--- config.mk ---
export PLATFORM = sky130hd
export DESIGN_NAME = store_buffer
export DESIGN_NICKNAME = d
export VERILOG_FILES = /design/src/rtl/store_buffer.sv
export SDC_FILE = /design/constraint.sdc
export NUM_CORES = 1
export LEC_CHECK = 0
export ABC_CLOCK_PERIOD_IN_PS = 4300
export CAP_MARGIN = 30
export CORE_UTILIZATION = 35
export CTS_BUF_LIST = sky130_fd_sc_hd__clkbuf_8
export CTS_CLUSTER_SIZE = 10
export DETAILED_ROUTE_END_ITERATION = 8
export SKIP_CTS_REPAIR_TIMING = 1
export SYNTH_ARGS = -nofsm -noshare
export SYNTH_HDL_FRONTEND = slang
export SYNTH_SLANG_ARGS = --single-unit
--- constraint.sdc ---
create_clock -name clk -period 4.3 [get_ports clk]
set_input_delay 0.645 -clock clk [delete_from_list [all_inputs] [get_ports clk]]
set_output_delay 0.645 -clock clk [all_outputs]
set_load 0.02 [all_outputs]
--- src/rtl/store_buffer.sv ---
// Store buffer in front of the data memory. Stores are posted into a small
// FIFO and drained one per cycle whenever the memory port is free. Loads are
// served one at a time; a load whose word is still buffered waits until the
// matching entries have drained so it never observes stale memory contents.
//
// Handshakes:
//   store: a store transfers on a rising edge where st_valid && st_ready.
//          st_ready depends only on registered state, never on st_valid.
//   load : ld_valid is raised with ld_address/ld_byte and held until the
//          single-cycle ld_done pulse; ld_data is valid in that cycle.
module store_buffer #(
  parameter int DEPTH  = 4,
  parameter int ADDR_W = 18,
  parameter int DATA_W = 32
) (
  input  logic                     clk,
  input  logic                     rst_n,
  input  logic                     st_valid,
  output logic                     st_ready,
  input  logic [ADDR_W-1:0]        st_address,
  input  logic [DATA_W-1:0]        st_data,
  input  logic                     st_byte,
  input  logic                     ld_valid,
  input  logic [ADDR_W-1:0]        ld_address,
  input  logic                     ld_byte,
  output logic [DATA_W-1:0]        ld_data,
  output logic                     ld_done,
  output logic [ADDR_W-1:0]        address,
  output logic [DATA_W-1:0]        write_data,
  output logic                     byteOperations,
  output logic                     memRead,
  output logic                     memWrite,
  input  logic [DATA_W-1:0]        read_data,
  output logic                     empty,
  output logic [$clog2(DEPTH):0]   count
);

  localparam int PTR_W = $clog2(DEPTH);
  localparam int CNT_W = PTR_W + 1;

  localparam logic [1:0] L_IDLE  = 2'd0;
  localparam logic [1:0] L_DRAIN = 2'd1;
  localparam logic [1:0] L_READ  = 2'd2;
  localparam logic [1:0] L_DONE  = 2'd3;

  logic [ADDR_W-1:0] fifo_addr [DEPTH];
  logic [DATA_W-1:0] fifo_data [DEPTH];
  logic              fifo_byte [DEPTH];

  logic [PTR_W-1:0]  head;
  logic [PTR_W-1:0]  tail;
  logic [1:0]        ld_state;
  logic [1:0]        ld_state_nxt;
  logic              hazard;
  logic              push;
  logic              pop;

  assign empty    = (count == '0);
  // Stores are held off while a load waits on a hazard so the load cannot starve.
  assign st_ready = (count != CNT_W'(DEPTH)) && (ld_state != L_DRAIN);
  assign push     = st_valid && st_ready;
  assign pop      = memWrite;
  assign ld_done  = (ld_state == L_DONE);

  // Word-granular hazard: any occupied entry in the same 32-bit word as the load.
  always_comb begin
    hazard = 1'b0;
    for (int i = 0; i < DEPTH; i++) begin
      if ((CNT_W'(i) < count) &&
          (fifo_addr[head + PTR_W'(i)][ADDR_W-1:2] == ld_address[ADDR_W-1:2])) begin
        hazard = 1'b1;
      end
    end
  end

  // Memory port arbitration: the load read wins, otherwise drain the head entry.
  always_comb begin
    address        = '0;
    write_data     = '0;
    byteOperations = 1'b0;
    memRead        = 1'b0;
    memWrite       = 1'b0;
    if (ld_state == L_READ) begin
      memRead        = 1'b1;
      address        = ld_address;
      byteOperations = ld_byte;
    end else if (!empty) begin
      memWrite       = 1'b1;
      address        = fifo_addr[head];
      write_data     = fifo_data[head];
      byteOperations = fifo_byte[head];
    end
  end

  // Entry storage needs no reset; occupancy is tracked by the pointers and count.
  always_ff @(posedge clk) begin
    if (push) begin
      fifo_addr[tail] <= st_address;
      fifo_data[tail] <= st_data;
      fifo_byte[tail] <= st_byte;
    end
  end

  // FIFO pointers and occupancy; simultaneous push and pop leave count unchanged.
  always_ff @(posedge clk or negedge rst_n) begin
    if (!rst_n) begin
      head  <= '0;
      tail  <= '0;
      count <= '0;
    end else begin
      if (push) tail <= tail + 1'b1;
      if (pop)  head <= head + 1'b1;
      case ({push, pop})
        2'b10:   count <= count + 1'b1;
        2'b01:   count <= count - 1'b1;
        default: count <= count;
      endcase
    end
  end

  // Load FSM next-state: wait out hazards, read for one cycle, then report.
  always_comb begin
    ld_state_nxt = ld_state;
    case (ld_state)
      L_IDLE:  if (ld_valid) ld_state_nxt = hazard ? L_DRAIN : L_READ;
      L_DRAIN: if (!hazard)  ld_state_nxt = L_READ;
      L_READ:  ld_state_nxt = L_DONE;
      default: ld_state_nxt = L_IDLE;
    endcase
  end

  // Load FSM state and the registered load result captured during L_READ.
  always_ff @(posedge clk or negedge rst_n) begin
    if (!rst_n) begin
      ld_state <= L_IDLE;
      ld_data  <= '0;
    end else begin
      ld_state <= ld_state_nxt;
      if (ld_state == L_READ) ld_data <= read_data;
    end
  end

endmodule

* Word-level counts from Yosys, hierarchy flattened *
Memory sizes are Yosys's and may differ from the RTL's.
Cells that the tools add are included.

word-level totals
  register bits = 41
  memories = 3
  RAM bits = 204
  output and inout port bits = 91
  bits of input ports = 106
  word-level logic and storage cells = 61

memory list
  name       words  width  rd ports  clocked after Yosys merged registers in  write ports  line  text
  fifo_data  4      32     1         0                                        1            47    logic [DATA_W-1:0] fifo_data [DEPTH];
  fifo_addr  4      18     4         0                                        1            46    logic [ADDR_W-1:0] fifo_addr [DEPTH];
  fifo_byte  4      1      1         0                                        1            48    logic fifo_byte [DEPTH];

operators by class
  add/sub/neg operators = 6
  multiplexer cells = 20
  equal/unequal tests = 13
  magnitude comparators = 4
  reductions and logical operators = 10

operators by type and width
  kind                   count
  $eq A16 B16 Y1         4
  $mux W32               2
  $mux W18               2
  $mux W1                11
  $eq A2 B2 Y1 const B   3
  $logic_and A1 B1 Y1    6
  $lt A1 B3 Y1 const A   2
  $lt A2 B3 Y1 const A   2
  $mux W2                3
  $pmux W2 S3            1
  $pmux W3 S2            1
  $add A2 B1 Y2 const B  2
  $add A2 B2 Y2 const B  2
  $eq A2 B1 Y1 const B   2
  $ne A2 B2 Y1 const B   2
  $add A3 B1 Y3 const B  1
  $logic_not A3 Y1       1
  $ne A3 B3 Y1 const B   1
  $sub A3 B1 Y3 const B  1
  $logic_not A2 Y1       1
  $ne A2 B1 Y1 const B   1
  $reduce_and A2 Y1      1
  $reduce_bool A2 Y1     1

* Logic depth before layout (Yosys ltp) *
An unclocked memory read counts as a cell.

  depth in word-level cells = 10
  mapped depth = 12
  depth with buffers taken out = 9

* Least setup slack after synthesis *
Ideal clock, no wire load.

  path type = register -> register
  start point = reg count[0]
  end point = mem fifo_addr[0][0], enable pin
  buffers on the path = 0
  slack = 1.218 ns
  setup time = 0.414 ns
  stages on the path, launching flop included = 5
  data required time = 3.886 ns
  arrival = 2.667 ns
  period minus slack after synthesis = 3.082 ns
  path through = dfrtp_1 inv_1 ha_1 a21oi_1 and3_1

between the ends
  word-level cells in the longest chain between the ends = 5

RTL lines
  element                        line  text
  start: declaration             35    output logic [$clog2(DEPTH):0] count
  start signal: assignment       114   2'b10: count <= count + 1'b1;
  start signal: assignment       115   2'b01: count <= count - 1'b1;
  start signal: assignment       116   default: count <= count;
  $ne A3 B3 Y1                   60    assign st_ready = (count != CNT_W'(DEPTH)) && (ld_state != L_DRAIN);
  $logic_and A1 B1 Y1            60
  named net st_ready             19    output logic st_ready,
  $logic_and A1 B1 Y1            61    assign push = st_valid && st_ready;
  $mux W1                        97    if (push) begin
  $mux W1 (implied by the code)  98    fifo_addr[tail] <= st_address;
  end: declaration               46

The timed path passes the listed nets, and every way through them passes these cells.

* Final worst setup path *
  start point = reg head[1]
  end point = out address[13]

between the ends
  word-level cells in the longest chain between the ends = 3

RTL lines
  element                   line  text
  start: declaration        50    logic [PTR_W-1:0] head;
  start signal: assignment  112   if (pop) head <= head + 1'b1;
  $mem_v2 Z4 W18            n/a
  $mux W18                  87    end else if (!empty) begin
  $mux W18                  83    if (ld_state == L_READ) begin
  end: declaration          28    output logic [ADDR_W-1:0] address,

Every way passes these cells.

==> impl_metrics.json <==
{
  "outcome": "finished clean",
  "std_cell_rows": 66,
  "drt_pass1_iterations": 7,
  "synthFlopType": "edfxtp_1",
  "syn_inst": 710,
  "skew_ns": 0.0256,
  "grt_max_degree": 53,
  "grt_pass1_wl_um": 43500,
  "area_delta_synth_final_pct": 26.9,
  "cp_max_fo": 29,
  "placed_area_um2": 14200,
  "numCtsBuffers": 44,
  "endpoint": "address[13]",
  "stdcell_area_um2": 15000,
  "ys_async_sr_fraction": 0.167,
  "fillers": 2983,
  "instances_no_fill": 1393,
  "drive_above_1_share": 0.173,
  "worst_r2r_startpoint": "head[0]",
  "tns_ns": 0,
  "reg2reg_slack_ns": 0.97,
  "overflow": 0,
  "peakVddDrop_mv": 0.450,
  "crit_slowest_cell": "dfrtp_4",
  "drc": 0,
  "crit_path_start_kind": "flop",
  "rsz0062_at_grt": "false",
  "syn_area_per_cell_um2": 16.6,
  "regArea_um2": 7160,
  "netlist-cell-type-count": 59,
  "portBuffers": 196,
  "worstSetupPathType": "flop to output port",
  "slew_headroom": 0.496,
  "yosys-top-cells-area": "edfxtp_1 (52%), mux4_2 (9.5%), dfrtp_1 (8.7%), mux2i_1 (5.8%), xnor2_1 (3.9%)",
  "cpPeakStageDelay_ns": 0.69,
  "wl_um": 29000,
  "synth.ff_latch_count": 245,
  "finalHoldViolCount": 0,
  "htreeDepth": 2,
  "drv_slew": 0,
  "min_path_type": "flop to flop",
  "pin_count": 197,
  "clock_sinks": 245,
  "final_common_cell": "edfxtp_1",
  "p_leak_nw": 5.29,
  "routabilityCongestion": 0.866,
  "clk_path_buf_depth": 3,
  "clk_latency_ns": 0.59,
  "rr_endpoint": "ld_state[1]",
  "period_minus_slack_ns": 3.90,
  "synth-edff-count": 204,
  "cp-startpoint": "head[1]",
  "hpwl_um": 19000,
  "cts.clk_slew.worst_paths_ns": 0.05,
  "routed-via-count": 7019,
  "die_h_um": 186,
  "holdPathStages": 1,
  "drt_first_iter_violations": 339,
  "cts_tree": "built",
  "end_kind": "output port",
  "yosysTopAreaCellShare": 0.518,
  "antenna_left": 0,
  "dpl.cell_count": 1310,
  "netlist.top_cell.by_area": "edfxtp_1",
  "core_um2": 32900,
  "crit_chain": "buf_12, buf_4, mux2_2, o21ai_0, o21ai_0, clkdlybuf4s50_1",
  "timing.final.crit_share": 0.908,
  "powerDensity_nw_per_um2": 760,
  "synth_nets": 828,
  "final_nets": 1033,
  "grt_pass1_vias": 7299,
  "antenna_found_initial": 3,
  "multi_input_area_um2": 4270,
  "cts_root_buf": "clkbuf_8",
  "wl_per_cell_um": 20.8,
  "final_cell_mix": "edfxtp_1 (204), clkdlybuf4s50_1 (195), mux2i_1 (69), xnor2_1 (53), mux4_2 (50)",
  "critPathRequiredTime_ns": 3.65,
  "cp.arrival_ns": 3.26,
  "clock.fmax_mhz": 256,
  "grt_use_total": 0.170,
  "syn_area_um2": 11800,
  "cpMostUsedCell": "o21ai_0",
  "yosysSeqAreaShare": 0.605,
  "die_area_um2": 34500,
  "start_util": 0.360,
  "die_w_um": 186,
  "cap_violations": 0,
  "reg2regPathDepth": 8,
  "viasPerCell": 5.04,
  "yosysWarnings": 0,
  "setup_viol": 0,
  "worst_pin_slew_ns": 0.756
}
==> worst max-delay path: cells and delay by family, from the launching register on <==
kind                   cells  cell delay (ns)
AO/OA/AOI/OAI              2             0.49
multiplexers               1             0.37
buffers and inverters      3             1.11
flip-flops                 1             0.69
==> sequential cells by signal, indices dropped and copies added (netlist names) <==
signal	cells
ld_state	2
ld_data	32
fifo_addr	72
fifo_data	128
fifo_byte	4
tail	2
head	2
count	3
==> power by group <==
group / total, mW / leakage [nW] / switching (mW) / internal, mW
Combinational: 5.79 / 2.49 / 2.94 / 2.85
Sequential: 3.60 / 2.34 / 0.387 / 3.21
Clock: 2.01 / 0.463 / 0.968 / 1.04
==> routing by layer <==
layer	part of all wire	track usage	vias up
met5	0.00045	0	-
met1	0.43	0.220	3536
met3	0.073	0.0520	52
met2	0.47	0.271	212
li1	-	-	3217
met4	0.021	0.0557	2
==> logic make-up after synthesis <==
logic type / Yosys count / synth area share
flops: 245 / 0.605
simple gates: 88 / 0.0431
fa+ha+maj: 12 / 0.0127
xor+xnor: 69 / 0.0511
compound gates: 69 / 0.0465
buf+inv: 63 / 0.0344
mux: 164 / 0.207
==> metrics by stage <==
step	power (mW)	utilization	worst slack, ns	hold WS (ns)
5_1_grt	12.1	0.456	0.112	0.520
4_1_cts	11.6	0.456	0.284	-0.0391
3_3_place_gp	9.47	0.431	0.928	0.489
6_report	11.4	0.456	0.397	0.501
3_5_place_dp	9.49	0.431	0.963	0.494
2_1_floorplan	7.36	-	1.22	0.349
==> Yosys cell counts (11+ instances only) <==
| library cell | n |
|---|---|
| mux2i_1 | 69 |
| xor2_1 | 16 |
| a22o_1 | 16 |
| xnor2_1 | 53 |
| mux2_2 | 36 |
| ha_1 | 12 |
| and2_1 | 32 |
| nand2_1 | 11 |
| clkbuf_1 | 22 |
| edfxtp_1 | 204 |
| inv_1 | 11 |
| mux4_2 | 50 |
| dfrtp_1 | 41 |
==> how the worst min path moves through the flow <==
stage	start	end	slack, ns
after floorplan	rst_n	count[0]	0.35
after global placement	ld_data[11]	ld_data[11]	0.49
after detailed placement	ld_data[17]	ld_data[17]	0.49
after CTS	rst_n	ld_data[22]	-0.04
after global routing	ld_data[2]	ld_data[2]	0.52
final	ld_data[26]	ld_data[26]	0.50
==> cell type report <==
| class | instances | share of cell area |
|---|---|---|
| sequential | 245 | 0.478 |
| multi-input combinational | 402 | 0.285 |
| timing repair buffer | 211 | 0.144 |
| clock buffer | 45 | 0.0413 |
| clock inverter | 35 | 0.0125 |
| inverter | 11 | 0.00275 |
| tap | 442 | 0.0369 |
| antenna | 2 | 0.000334 |
Power figures use the tool's default switching activity.
